File: src/rtl/ieee488_drive_hs.sv
// Device-side IEEE-488 DAV/NRFD/NDAC handshake sequencer for an emulated PET drive.
// All bus pins are electrical levels (1 = released, 0 = asserted); host-side bytes are true polarity.
module ieee488_drive_hs #(
  parameter int SETTLE  = 4,
  parameter int TIMEOUT = 4096
) (
  input  logic       clk,
  input  logic       reset_n,
  input  logic       ce,
  input  logic [7:0] bus_data_i,
  input  logic       bus_atn_i,
  input  logic       bus_dav_i,
  input  logic       bus_eoi_i,
  input  logic       bus_nrfd_i,
  input  logic       bus_ndac_i,
  output logic [7:0] bus_data_o,
  output logic       bus_dav_o,
  output logic       bus_eoi_o,
  output logic       bus_nrfd_o,
  output logic       bus_ndac_o,
  input  logic       listen,
  input  logic       talk,
  output logic       rx_valid,
  output logic [7:0] rx_data,
  output logic       rx_eoi,
  output logic       rx_atn,
  input  logic       rx_ready,
  input  logic       tx_valid,
  input  logic [7:0] tx_data,
  input  logic       tx_eoi,
  output logic       tx_ready,
  output logic       tx_err
);

  localparam int            CW        = $clog2(TIMEOUT + 1);
  localparam logic [CW-1:0] CNT_ZERO  = {CW{1'b0}};
  localparam logic [CW-1:0] CNT_MAX   = {CW{1'b1}};
  localparam logic [CW-1:0] SETTLE_C  = CW'(SETTLE);
  localparam logic [CW-1:0] TIMEOUT_C = CW'(TIMEOUT);

  typedef enum logic [2:0] {
    IDLE     = 3'd0,
    L_WAIT   = 3'd1,
    L_ACK    = 3'd2,
    T_SETTLE = 3'd3,
    T_DAV    = 3'd4,
    T_END    = 3'd5
  } state_t;

  state_t          state_r;
  logic [CW-1:0]   cnt_r;
  logic [7:0]      tx_data_r;
  logic            tx_eoi_r;
  logic            listening_s;
  logic            talking_s;
  logic            t_abort_s;

  assign listening_s = !bus_atn_i || listen;
  assign talking_s   = talk && bus_atn_i && !listen;
  // Both NRFD and NDAC high on the first settle tick means no listener is on the bus.
  assign t_abort_s   = !bus_atn_i || (cnt_r >= TIMEOUT_C) ||
                       ((state_r == T_SETTLE) && (cnt_r == CNT_ZERO) && bus_nrfd_i && bus_ndac_i);

  // Handshake FSM, state counter, byte latches and all registered outputs.
  always_ff @(posedge clk) begin
    if (!reset_n) begin
      state_r    <= IDLE;
      cnt_r      <= CNT_ZERO;
      tx_data_r  <= 8'h00;
      tx_eoi_r   <= 1'b0;
      bus_data_o <= 8'hFF;
      bus_dav_o  <= 1'b1;
      bus_eoi_o  <= 1'b1;
      bus_nrfd_o <= 1'b1;
      bus_ndac_o <= 1'b1;
      rx_valid   <= 1'b0;
      rx_data    <= 8'h00;
      rx_eoi     <= 1'b0;
      rx_atn     <= 1'b0;
      tx_ready   <= 1'b0;
      tx_err     <= 1'b0;
    end else begin
      tx_ready <= 1'b0;
      tx_err   <= 1'b0;
      if (rx_ready && rx_valid) begin
        rx_valid <= 1'b0;
      end else begin
        rx_valid <= rx_valid;
      end
      if (ce) begin
        // Lines default to released each tick; each state re-asserts what it owns.
        bus_data_o <= 8'hFF;
        bus_dav_o  <= 1'b1;
        bus_eoi_o  <= 1'b1;
        bus_nrfd_o <= 1'b1;
        bus_ndac_o <= 1'b1;
        if (cnt_r != CNT_MAX) begin
          cnt_r <= cnt_r + CW'(1);
        end else begin
          cnt_r <= cnt_r;
        end
        case (state_r)
          IDLE: begin
            if (listening_s) begin
              state_r    <= L_WAIT;
              cnt_r      <= CNT_ZERO;
              bus_ndac_o <= 1'b0;
              bus_nrfd_o <= ~rx_valid;
            end else if (talking_s && tx_valid) begin
              state_r    <= T_SETTLE;
              cnt_r      <= CNT_ZERO;
              tx_data_r  <= tx_data;
              tx_eoi_r   <= tx_eoi;
              bus_data_o <= ~tx_data;
              bus_eoi_o  <= ~tx_eoi;
            end else begin
              state_r <= IDLE;
            end
          end
          L_WAIT: begin
            if (!listening_s) begin
              state_r <= IDLE;
              cnt_r   <= CNT_ZERO;
            end else if (!bus_dav_i && bus_nrfd_o && !rx_valid) begin
              state_r    <= L_ACK;
              cnt_r      <= CNT_ZERO;
              rx_data    <= ~bus_data_i;
              rx_eoi     <= ~bus_eoi_i;
              rx_atn     <= ~bus_atn_i;
              rx_valid   <= 1'b1;
              bus_nrfd_o <= 1'b0;
            end else begin
              bus_ndac_o <= 1'b0;
              bus_nrfd_o <= ~rx_valid;
            end
          end
          L_ACK: begin
            if (bus_dav_i) begin
              state_r    <= L_WAIT;
              cnt_r      <= CNT_ZERO;
              bus_ndac_o <= 1'b0;
              bus_nrfd_o <= ~rx_valid;
            end else begin
              bus_nrfd_o <= 1'b0;
            end
          end
          T_SETTLE: begin
            if (t_abort_s) begin
              state_r <= IDLE;
              cnt_r   <= CNT_ZERO;
              tx_err  <= 1'b1;
            end else if ((cnt_r >= SETTLE_C) && bus_nrfd_i) begin
              state_r    <= T_DAV;
              cnt_r      <= CNT_ZERO;
              bus_data_o <= ~tx_data_r;
              bus_eoi_o  <= ~tx_eoi_r;
              bus_dav_o  <= 1'b0;
            end else begin
              bus_data_o <= ~tx_data_r;
              bus_eoi_o  <= ~tx_eoi_r;
            end
          end
          T_DAV: begin
            if (t_abort_s) begin
              state_r <= IDLE;
              cnt_r   <= CNT_ZERO;
              tx_err  <= 1'b1;
            end else if (bus_ndac_i) begin
              state_r  <= T_END;
              cnt_r    <= CNT_ZERO;
              tx_ready <= 1'b1;
            end else begin
              bus_data_o <= ~tx_data_r;
              bus_eoi_o  <= ~tx_eoi_r;
              bus_dav_o  <= 1'b0;
            end
          end
          T_END: begin
            // The byte is already acknowledged here, so ATN is not treated as an abort.
            state_r <= IDLE;
            cnt_r   <= CNT_ZERO;
          end
          default: begin
            state_r <= IDLE;
            cnt_r   <= CNT_ZERO;
          end
        endcase
      end else begin
        state_r <= state_r;
      end
    end
  end

endmodule

File: config.mk
export PLATFORM = sky130hd
export DESIGN_NAME = ieee488_drive_hs
export DESIGN_NICKNAME = d
export VERILOG_FILES = /design/src/rtl/ieee488_drive_hs.sv
export SDC_FILE = /design/constraint.sdc
export NUM_CORES = 1
export LEC_CHECK = 0
export ABC_AREA = 1
export BUFFER_PORTS_ARGS = -buffer_cell sky130_fd_sc_hd__buf_2
export CAP_MARGIN = 20
export CORE_ASPECT_RATIO = 0.8
export CORE_MARGIN = 2
export CORE_UTILIZATION = 61
export CTS_BUF_LIST = sky130_fd_sc_hd__clkbuf_8
export CTS_CLUSTER_SIZE = 8
export DETAILED_ROUTE_END_ITERATION = 8
export PLACE_DENSITY = 0.87
export SLEW_MARGIN = 20
export SYNTH_ARGS = -nofsm -noshare
export SYNTH_HDL_FRONTEND = slang
export SYNTH_SLANG_ARGS = --single-unit
File: constraint.sdc
create_clock -name clk -period 4.4 [get_ports clk]
set_input_delay 0.22 -clock clk [delete_from_list [all_inputs] [get_ports clk]]
set_output_delay 0.22 -clock clk [all_outputs]
set_load 0.05 [all_outputs]
== Word level (Yosys, flattened, before mapping) ==
Cells that the tools add are included.

* Add/subtract/negate cells: 1
* Magnitude comparators: 2
* Eq/ne operators: 9
* Mux-type cells: 54
* Bitwise logic cells: 12
* Reduce and logical (&&, ||, !) cells: 25

{| class="wikitable"
|+ Operator list
! operator !! number
|-
| 13-bit 2-to-1 mux || 10
|-
| 13-bit one-hot mux with 5 select lines || 1
|-
| 8-bit 2-to-1 mux || 5
|-
| 8-bit inverter || 3
|-
| 8-bit one-hot mux with 3 select lines || 1
|-
| 1-bit 2-to-1 mux || 23
|-
| 3-bit 2-to-1 mux || 7
|-
| 3-bit one-hot mux with 5 select lines || 1
|-
| 13-bit by 1-bit adder with 13-bit output (second input constant) || 1
|-
| 13-bit greater-or-equal comparator (second input constant) || 1
|-
| 13-bit by 3-bit greater-or-equal comparator with 1-bit output (second input constant) || 1
|-
| 13-bit zero test || 1
|-
| 13-bit inequality test (second input constant) || 1
|-
| 1-bit logical AND || 10
|-
| 1-bit inverter || 9
|-
| 1-bit one-hot mux with 3 select lines || 3
|-
| 4-bit AND reduction || 2
|-
| 3-bit by 2-bit equality test with 1-bit output (second input constant) || 2
|-
| 3-bit inequality test (second input constant) || 2
|-
| 5-bit AND reduction || 1
|-
| 1-bit zero test || 4
|-
| 2-bit 2-to-1 mux || 2
|-
| 4-bit OR reduction || 1
|-
| 3-bit by 1-bit equality test with 1-bit output (second input constant) || 1
|-
| other kinds (8) || 10
|}

* Flip-flop bits (word level): 50
* Bits of input ports: 29
* Output and inout bits: 25
* Logic and storage cells: 118

== Logic depth before layout (Yosys ltp) ==
Gate-level depths: netlist of the first run.

* Depth after elaboration: 7
* Mapped depth: 12
* Depth with buffers taken out: 12

== Worst setup path after synthesis of the first run ==
OpenSTA, ideal clock, no wires.

* Path type: reg-to-reg
* Start point: register bus_nrfd_o
* End point: register cnt_r[12]
* Data arrival time: 1518 ps
* Data required time: 4261 ps
* Setup slack: 2743 ps
* Cell stages (with the launch flop): 9
* Path buffers: 1
* Period minus slack after synthesis: 1657 ps
* Cells stage by stage: dfxtp_1 -> nand3_1 -> nand3_1 -> nand2_1 -> a21oi_2 -> nand3_4 -> buf_6 -> nand2_1 -> a21oi_2

* Cells in the longest elaborated chain, start to end: 5

{| class="wikitable"
|+ Ends and longest elaborated chain
! element !! line !! source
|-
| from (decl) || 19 || <nowiki>output logic bus_nrfd_o,</nowiki>
|-
| from (signal assigned) || 108 || <nowiki>bus_nrfd_o <= ~rx_valid;</nowiki>
|-
| from (signal assigned) || 134 || <nowiki>bus_nrfd_o <= ~rx_valid;</nowiki>
|-
| from (signal assigned) || 142 || <nowiki>bus_nrfd_o <= ~rx_valid;</nowiki>
|-
| 1-bit logical AND (2 in a row) || 124 || <nowiki>end else if (!bus_dav_i && bus_nrfd_o && !rx_valid) begin</nowiki>
|-
| 13-bit 2-to-1 mux || 124 ||
|-
| 13-bit 2-to-1 mux || 121 || <nowiki>if (!listening_s) begin</nowiki>
|-
| 13-bit one-hot mux with 5 select lines || 102 || <nowiki>case (state_r)</nowiki>
|-
| to (signal assigned) || 98 || <nowiki>cnt_r <= cnt_r + CW'(1);</nowiki>
|-
| to (signal assigned) || 100 || <nowiki>cnt_r <= cnt_r;</nowiki>
|-
| to (decl) || 51 || <nowiki>logic [CW-1:0] cnt_r;</nowiki>
|}

Every way passes these cells.
A chain may end at the register's enable or synchronous reset.

== Worst setup path in the final report of the first run ==
* Start point: input port ce
* End point: register rx_data[1]

* Cells in the longest elaborated chain, start to end: 1

{| class="wikitable"
|+ Ends and longest elaborated chain
! element !! line !! source
|-
| from (decl) || 9 || <nowiki>input logic ce,</nowiki>
|-
| 4-bit AND reduction (no line) || - ||
|-
| to (signal assigned) || 127 || <nowiki>rx_data <= ~bus_data_i;</nowiki>
|-
| to (decl) || 24 || <nowiki>output logic [7:0] rx_data,</nowiki>
|}

Every way passes these cells.

==> results of run 1 <==
## final cells by class
type / instances / share of cell area, %
Tap cell: 57 / 2.41
Sequential cell: 50 / 33.8
Clock buffer: 6 / 2.78
Inverter: 20 / 2.57
Clock inverter: 2 / 0.422
Timing Repair Buffer: 53 / 8.95
Multi-Input combinational cell: 274 / 49.1
## power groups by stage
stage	sequential, µW	clock [µW]	combinational (µW)
2_1_floorplan	523	0	102
3_3_place_gp	490	0	167
3_5_place_dp	490	0	169
4_1_cts	480	283	170
5_1_grt	482	301	188
6_report	480	276	170
## cells in the final DEF, fill, tap and decap left out, drive strengths merged, types with 2 or more instances in the layout
cell type	synthesis	final
inv	19	19
nor3	5	5
nand4	5	5
dfxtp	50	50
nand2	98	98
xor2	6	6
a21oi	60	60
nor4	2	2
nor2	34	34
clkbuf	7	6
buf	11	53
clkinv	1	2
o21ai	14	14
ha	2	2
nand3	41	41
xnor2	3	3
## layer usage
layer	part of all wire [%]	track usage, %	up-vias
met5	0	0	-
met4	0.71	6.70	0
met3	7.9	5.20	6
met2	43	37.4	116
met1	48	34.2	1128
li1	-	-	1283
## per-stage QoR
step / worst slack, ns / instances / cell area, µm²
6_report: 2.24 / 462 / 2970
2_1_floorplan: 2.74 / 363 / 2660
4_1_cts: 2.26 / 462 / 2970
3_3_place_gp: 2.05 / 454 / 2870
3_5_place_dp: 1.93 / 454 / 2870
5_1_grt: 1.91 / 462 / 2970
## kinds of logic after synthesis
family | share of synthesized area, %
flip-flops | 37.7
adder cells (fa/ha/maj) | 0.942
XOR/XNOR | 2.97
AND/OR/NAND/NOR | 33.6
AO/OA/AOI/OAI | 17.3
buffers and inverters | 7.45
## path summary, 6_finish.rpt
path / start / end / slack, ns / cells after the start
hold reg to reg: bus_data_o[7] / bus_data_o[7] / 0.47 / 2
hold / removal: bus_data_i[3] / rx_data[3] / 0.08 / 2
setup / recovery: ce / rx_data[1] / 2.24 / 5
setup reg to reg: cnt_r[0] / bus_data_o[1] / 2.38 / 10
## flip-flops by register name (all words and copies together) (netlist names)
register	count
tx_data_r	8
bus_ndac_o	1
rx_data	8
tx_ready	1
bus_dav_o	1
rx_valid	1
rx_atn	1
state_r	3
rx_eoi	1
cnt_r	13
bus_eoi_o	1
tx_eoi_r	1
tx_err	1
bus_data_o	8
bus_nrfd_o	1
## worst reg2reg max path, stage by stage (launching register included)
cell	delay [ns]
dfxtp_1	0.43
inv_1	0.12
ha_1	0.22
nand3_1	0.07
nor2_1	0.05
nand3_2	0.08
nand2_2	0.08
nor2_1	0.55
nand3_1	0.14
nand3_1	0.14
nand2_1	0.06
## Yosys cell counts, types with 2 or more instances
cell      count
nand2_1      96
dfxtp_1      50
a21oi_1      40
nand3_1      35
nor2_1       29
a21oi_2      20
inv_1        13
o21ai_0      13
clkbuf_1      7
inv_2         6
xor2_1        6
buf_6         4
nand4_1       4
buf_2         3
buf_4         3
nand3_2       3
nand3_4       3
nor2_2        3
nor3_2        3
xnor2_1       3
ha_1          2
nand2_2       2
nor2_4        2
nor3_1        2
nor4_1        2
==> results.toml, run 1 <==
[outcome]
status = "completed"

[min_path]
hold_class = "input port to flop"

[power]
ir_drop_uv = 172
p_int_uw = 642
p_comb_share_pct = 18.4
powerDensity_nw_per_um2 = 312
switching_share_pct = 30.7
pwr-share-clk_pct = 29.8
netSwitchingPower_uw = 285
seq_power_share_pct = 51.8
leakage_uw = 0.00116
fin_total_pwr_uw = 926

[routing]
drtPass1Iterations = 5
drcViolationCount = 0
vias = 2533
drt_wl_total_mm = 5.66
routed_via_density = 5.48
wl_per_cell_um = 12.2
ant_nets = 0
drtIter0Drc = 242

[clock_network]
cts_buffers = 5
clk_latency_ns = 0.31
hold_buffers = 0
clock_path_buffers = 2
h-tree-depth = 2
path_clk_slew_ns = 0.09
post_cts_resized = 0
cts_root_buf = "clkbuf_8"
post_cts_buffers = 0
clock_sink_count = 50
cts_tree = "built"

[logic_synthesis]
synth_edf_count = 0
seq_area_frac_synth_pct = 37.7
synthFlopType = "dfxtp_1"
ys_types = 34
netlist.area_leader.share_pct = 37.7
async_flop_share_pct = 0
syn_avg_cell_area_um2 = 7.31
synth_top_area_cell = "dfxtp_1"
syn-cell-area_um2 = 2660
synthCells = 363
synth_area_leaders = "dfxtp_1 (38%), nand2_1 (14%), a21oi_1 (7.5%)"
ys_warn_count = 0
syn-num-nets = 394
ys_ff_latch = 50

[timing]
period_share_pct = 49.2
min_period_ns = 2.16
slew_headroom_pct = 33.0
setup_viol = 0
fin_skew_ns = 0.00986
fmax_ghz = 0.462
rsz0062_at_grt = "no"
setup_tns_ns = 0
maxSlewViolCount = 0
whs_ns = 0.0785
worst-slew-pin-transition_ns = 1.00
final_hold_viol_count = 0

[worst_setup_path]
crit_path_cell_trace = "buf_2 > inv_1 > nor3_2 > o21ai_0 > a21oi_1"
worstPathRequired_ns = 4.63
cp-start-kind = "input port"
crit_arrival_ns = 2.40
cp_slowest_cell = "nor3_2"
end_kind = "flop"
slowest_delay_ns = 0.98
worstSetupPathType = "input port to flop"
critPathBufInv = 2
cp_max_fo = 31
critPathTopFamily = "simple AND/OR/NAND/NOR gates"

[global_routing]
grt_pass1_vias = 2184
antenna_found_initial = 0
grt_usage_pct = 24.2
grt_pass1_wl_mm = 9.73
grt_max_degree = 38
overflow = 0

[final_layout]
num_antenna_cells = 0
final_util_pct = 71.0
drive_above_1_share_pct = 25.9
final_net_count = 435
seqCellArea_um2 = 1000
syn2layout_area_growth_pct = 11.7
multi_input_area_um2 = 1460
nFillCells = 320

[floorplanning]
die_x_um = 77.8
die_height_um = 63.0
start_util_pct = 63.6
coreArea_um2 = 4180
fp.dieArea_um2 = 4900
rows = 21
top_level_ports = 54

[placed_design]
port_buffers = 53
place_congestion = 0.908
hpwl_mm = 3.89

[job]
drv_cap = 0
(Power assumes the default switching activity.)
==> run 2: changes to the inputs <==
ABC_AREA = 0   (was 1)
CORE_UTILIZATION = 55   (was 61)
PLACE_DENSITY = 0.81   (was 0.87)
clock period = 2.25 ns   (was 4.4 ns; I/O delays follow)
==> run 2 against run 1 <==
Worst hold slack better by 0.0021 ns. Clock-buffer cell count decreased by 1. Synthesized area decreased by 12%. Critical endpoint is now bus_eoi_o. Wire length increased by 10%. Via count down 3.9%. Flip-flop and latch count unchanged. Highest routed layer unchanged. Critical path type is now flop to flop. Die area decreased by 1.9%. Clock power up 130%. Cell count is 14% lower. Sequential share of layout area is 0.62 points higher.
==> results.toml, run 2 <==
[outcome]
status = "completed"

[final_layout]
final_common_cell = "buf_2"
syn2layout_area_growth_pct = 24.2
drive_above_1_share_pct = 25.4
top_register = "cnt_r"
nFillCells = 317
final_util_pct = 70.1
largest_reg_flops = 13
final_cell_mix = "buf_2 (53), dfxtp_1 (50), nand2_1 (28), nor2_1 (25)"
final_net_count = 369
num_antenna_cells = 0

[logic_synthesis]
syn-num-nets = 305
synthCells = 274
netlist.area_leader.share_pct = 42.7
synth_edf_count = 0
synth_area_leaders = "dfxtp_1 (43%), nand2_1 (4.5%), nor2_1 (4.0%)"
ys_ff_latch = 50
synth_top_area_cell = "dfxtp_1"
ys_types = 54
synthMostInstantiatedCell = "dfxtp_1"
synth-simple-area-share_pct = 21.6
synth_top_family_by_area = "compound AO/OA/AOI/OAI gates"
synthFlopType = "dfxtp_1"
synth_compound_area_share_pct = 29.9
muxShareOfSynthArea_pct = 0
seq_area_frac_synth_pct = 42.7
syn_avg_cell_area_um2 = 8.56
ys_top_cells_by_count = "dfxtp_1 (50), nand2_1 (28), nor2_1 (25), a21oi_1 (17), nand3_1 (17)"
synth_xor_xnor_area_share_pct = 0
ys_warn_count = 0
synth_fa_ha_area_share_pct = 1.07
syn-cell-area_um2 = 2340
async_flop_share_pct = 0

[routing]
drt_wl_total_mm = 6.24
vias = 2435
routed_via_density = 6.15
drtIter0Drc = 278
drtPass1Iterations = 5
ant_nets = 0
drcViolationCount = 0
wl_per_cell_um = 15.8

[power]
fin_total_pwr_uw = 1920
powerDensity_nw_per_um2 = 660
ir_drop_uv = 432
leakage_uw = 0.00113

[worst_setup_path]
worstSetupPathType = "flop to flop"
r2r-start = "cnt_r[2]"
cp-start-kind = "flop"
startpoint = "cnt_r[2]"
worstPathRequired_ns = 2.50
cp_max_fo = 10
end_kind = "flop"
crit_arrival_ns = 2.42

[floorplanning]
die_x_um = 77
rows = 21
top_level_ports = 54
coreArea_um2 = 4150
die_height_um = 62.4
fp.dieArea_um2 = 4800
start_util_pct = 56.5

[clock_network]
path_clk_slew_ns = 0.09
clock_sink_count = 50
clk_latency_ns = 0.31
h-tree-depth = 2
cts_buffers = 5
clock_path_buffers = 2
post_cts_buffers = 0
cts_tree = "built"
cts_root_buf = "clkbuf_8"

[timing]
fin_skew_ns = 0.00689
maxSlewViolCount = 0
min_period_ns = 2.17
setup_viol = 0
final_hold_viol_count = 0
slew_headroom_pct = 58.1
rsz0062_at_grt = "yes"
worst-slew-pin-transition_ns = 0.626
period_share_pct = 96.4
fmax_ghz = 0.461
layout_setup_ws_ns = 0.0807

[global_routing]
grt_max_degree = 31
grt_usage_pct = 26.5
grt_pass1_wl_mm = 10.4
overflow = 0
antenna_found_initial = 0
grt_pass1_vias = 2169

[placed_design]
port_buffers = 53
preCtsSetupSlack_ns = 0.0729
place_congestion = 0.912
hpwl_mm = 4.12

[min_path]
hold_class = "input port to flop"
hold_path.startpoint = "tx_data[0]"

[job]
drv_cap = 0
-- run 2: layer usage --
metal  up-vias  global-route usage [%]  share of wire [%]
met4         0                    10.3                2.2
met3        20                    5.20                8.3
met1      1114                    37.4                 47
met5         -                       0                  0
li1       1168                       -                  -
met2       133                    40.2                 43
-- run 2: repair_timing --
action,4_1_cts,5_1_grt
hold buffers,9,0
gates resized for setup,0,3
setup endpoints to repair,0,6
hold endpoints to repair,9,0
-- run 2: cell type report --
| cell class | count | area [µm²] | area share (%) |
|---|---|---|---|
| multi-input combinational | 197 | 1250 | 43.1 |
| timing repair buffer | 72 | 430 | 14.8 |
| clock inverter | 3 | 40.0 | 1.38 |
| clock buffer | 5 | 68.8 | 2.36 |
| sequential | 50 | 1000 | 34.4 |
| tap | 57 | 71.3 | 2.45 |
| inverter | 12 | 45.0 | 1.55 |
-- run 2: worst max-delay path, stage by stage (launching register included) --
cell and delay, ns:
dfxtp_1 0.37, nor4_2 0.32, nand3_1 0.20, o311ai_2 0.44, nor2_1 0.09, buf_4 0.19
a221oi_1 0.36, a211o_1 0.14
-- run 2: final timing paths --
check                 end  slack, ns  depth (start not counted)
max             bus_eoi_o       0.08                          7
min reg2reg  tx_data_r[2]       0.47                          2
min          tx_data_r[0]       0.08                          3
max reg2reg     bus_eoi_o       0.08                          7
-- run 2: logic make-up after synthesis --
group           Yosys count
simple gates            101
buf+inv                  27
compound gates           94
flops                    50
fa+ha+maj                 2
-- run 2: report_power, final --
group	leakage [µW]	internal [µW]	switching [µW]
clock network	0.0000579	327	299
logic	0.000666	122	225
registers	0.000406	917	30.9
-- run 2: through the flow --
stage / area (µm²) / hold slack, ns / TNS (ns) / std cells
global placement: 2700 / 0.293 / 0 / 379
finish: 2910 / 0.0807 / 0 / 396
global route: 2910 / 0.0835 / -0.0209 / 396
CTS: 2890 / 0.0707 / 0 / 396
detailed placement: 2700 / 0.298 / 0 / 379
floorplan: 2340 / 0.208 / 0 / 274
==> run 3: changes to the inputs <==
CAP_MARGIN = not set   (was 20)
CELL_PAD_IN_SITES_DETAIL_PLACEMENT = 2   (was not set)
CELL_PAD_IN_SITES_GLOBAL_PLACEMENT = 2   (was not set)
CORE_UTILIZATION = 32   (was 55)
PLACE_DENSITY = 0.79   (was 0.81)
==> run 3 against run 2 <==
Sequential share of layout area decreased by 2.2 points. Global-route usage is 4.1 points lower. Worst setup slack lost 0.029 ns. Register-to-register slack worse by 0.03 ns. Clock power up 25%. Via count up 3.5%. Sequential power about the same. Non-clock buffer count grew 13. Combinational power up 16%. Highest routed layer unchanged. Largest power group unchanged. Fmax shrank 1.3%.
==> results.toml, run 3 (synthesis gave the netlist of run 2 again) <==
[timing]
whs_ns = 0.0693
min_period_ns = 2.20
setup_viol = 0
fmax_ghz = 0.455
final_hold_viol_count = 0
setup_tns_ns = 0
maxSlewViolCount = 0
worst-slew-pin-transition_ns = 0.654
fin_skew_ns = 0.00644
slew_headroom_pct = 56.3
period_share_pct = 97.7

[placed_design]
place_congestion = 0.773
hpwl_mm = 6.02
dp.cells = 419
port_buffers = 53

[power]
ir_drop_uv = 282
powerDensity_nw_per_um2 = 684
seq_power_share_pct = 44.5
p_comb_share_pct = 18.9
switching_share_pct = 29.2
netSwitchingPower_uw = 623
leakage_uw = 0.00124
pwr-share-clk_pct = 36.7
p_int_uw = 1510

[worst_setup_path]
startpoint = "cnt_r[5]"
cp-start-kind = "flop"
worstPathRequired_ns = 2.42
worstSetupPathType = "flop to flop"
cp_max_fo = 12
r2r-start = "cnt_r[5]"
end_kind = "flop"
crit_arrival_ns = 2.37

[final_layout]
nFillCells = 781
finalNonFillerCells = 439
final_common_cell = "buf_2"
final_net_count = 382
top_register = "cnt_r"
seqCellArea_um2 = 1000
num_antenna_cells = 0
largest_reg_flops = 13
final_util_pct = 44.6
syn2layout_area_growth_pct = 33.0
drive_above_1_share_pct = 28.7
multi_input_area_um2 = 1280
final_cell_mix = "buf_2 (53), dfxtp_1 (49), nand2_1 (28), nor2_1 (24), buf_4 (21)"

[floorplanning]
rows = 27
die_height_um = 80.6
fp.dieArea_um2 = 8030
top_level_ports = 54
die_x_um = 99.7
coreArea_um2 = 6990
start_util_pct = 33.5

[clock_network]
path_clk_slew_ns = 0.10
cts_tree = "built"
h-tree-depth = 2
clock_sink_count = 50
clk_latency_ns = 0.31
cts_buffers = 5
clock_path_buffers = 2
cts_root_buf = "clkbuf_8"

[global_routing]
overflow = 0
grt_max_degree = 37
grt_pass1_wl_mm = 14.1
grt_usage_pct = 22.4
antenna_found_initial = 0
grt_pass1_vias = 2716

[min_path]
hold_path.startpoint = "tx_data[5]"
hold_class = "input port to flop"

[routing]
drtPass1Iterations = 4
vias = 2520
routed_via_density = 5.74
ant_nets = 0
drtIter0Drc = 86
wl_per_cell_um = 20.5
drcViolationCount = 0
drt_wl_total_mm = 8.99

[outcome]
status = "completed"

[job]
drv_cap = 0
-- run 3: changes by cell type in the layout (fill, tap and decap cells not counted) --
cell	before	now
nand3_2	0	1
clkinv_4	0	1
nor4_2	2	0
dlymetal6s2s_1	0	1
dfxtp_2	0	1
nand3_1	17	16
nor4_4	0	2
buf_12	0	1
nor2_1	25	24
dfxtp_1	50	49
clkinv_2	2	0
buf_4	10	21
nor2_2	0	1
bufinv_16	1	2
-- run 3: repair_timing --
action | CTS | global route
gates resized for setup | 1 | 7
hold buffers | 9 | 0
setup endpoints to repair | 4 | 24
hold endpoints to repair | 9 | 0
buffers inserted | 0 | 3
pin swaps | 0 | 1
-- run 3: cell type report --
cell class,count,area share [%]
clock buffer,5,2.21
clock inverter,3,2.21
timing repair buffer,85,17.5
tap,87,3.49
sequential,50,32.1
multi-input combinational,197,41.0
inverter,12,1.44
-- run 3: worst paths after layout --
path,endpoint,slack [ns],cells after the start
worst max-delay path,cnt_r[1],0.05,6
worst min-delay path,tx_data_r[5],0.07,3
worst min register to register,tx_data_r[3],0.47,2
worst max register to register,cnt_r[1],0.05,6
-- run 3: critical path, cell delays in order, from the launching register on --
cell and delay (ns):
dfxtp_1 0.38, nor4_4 0.36, nand3_2 0.20, o311a_4 0.46, a21o_2 0.30, a31oi_1 0.22
o32ai_1 0.13
-- run 3: stage by stage --
stage | worst slack (ns) | total power, µW | cell area, µm²
after global placement | 0.0920 | 1300 | 2810
after global routing | -0.0746 | 2210 | 3120
after floorplan | 0.344 | 1200 | 2340
final | 0.0514 | 2130 | 3120
after CTS | -0.00154 | 2110 | 3040
after detailed placement | -0.0148 | 1320 | 2810
-- run 3: power by group through the flow --
stage / Sequential [µW] / Combinational, µW / Clock (µW)
3_3_place_gp: 963 / 335 / 0
3_5_place_dp: 965 / 352 / 0
2_1_floorplan: 1020 / 174 / 0
6_report: 948 / 402 / 782
5_1_grt: 953 / 433 / 827
4_1_cts: 945 / 370 / 791
-- run 3: routing by layer --
layer / part of all wire (%) / track usage [%]
met1: 47 / 29.8
met2: 47 / 38.0
met3: 4.9 / 3.13
met4: 0.66 / 5.89
met5: 0 / 0
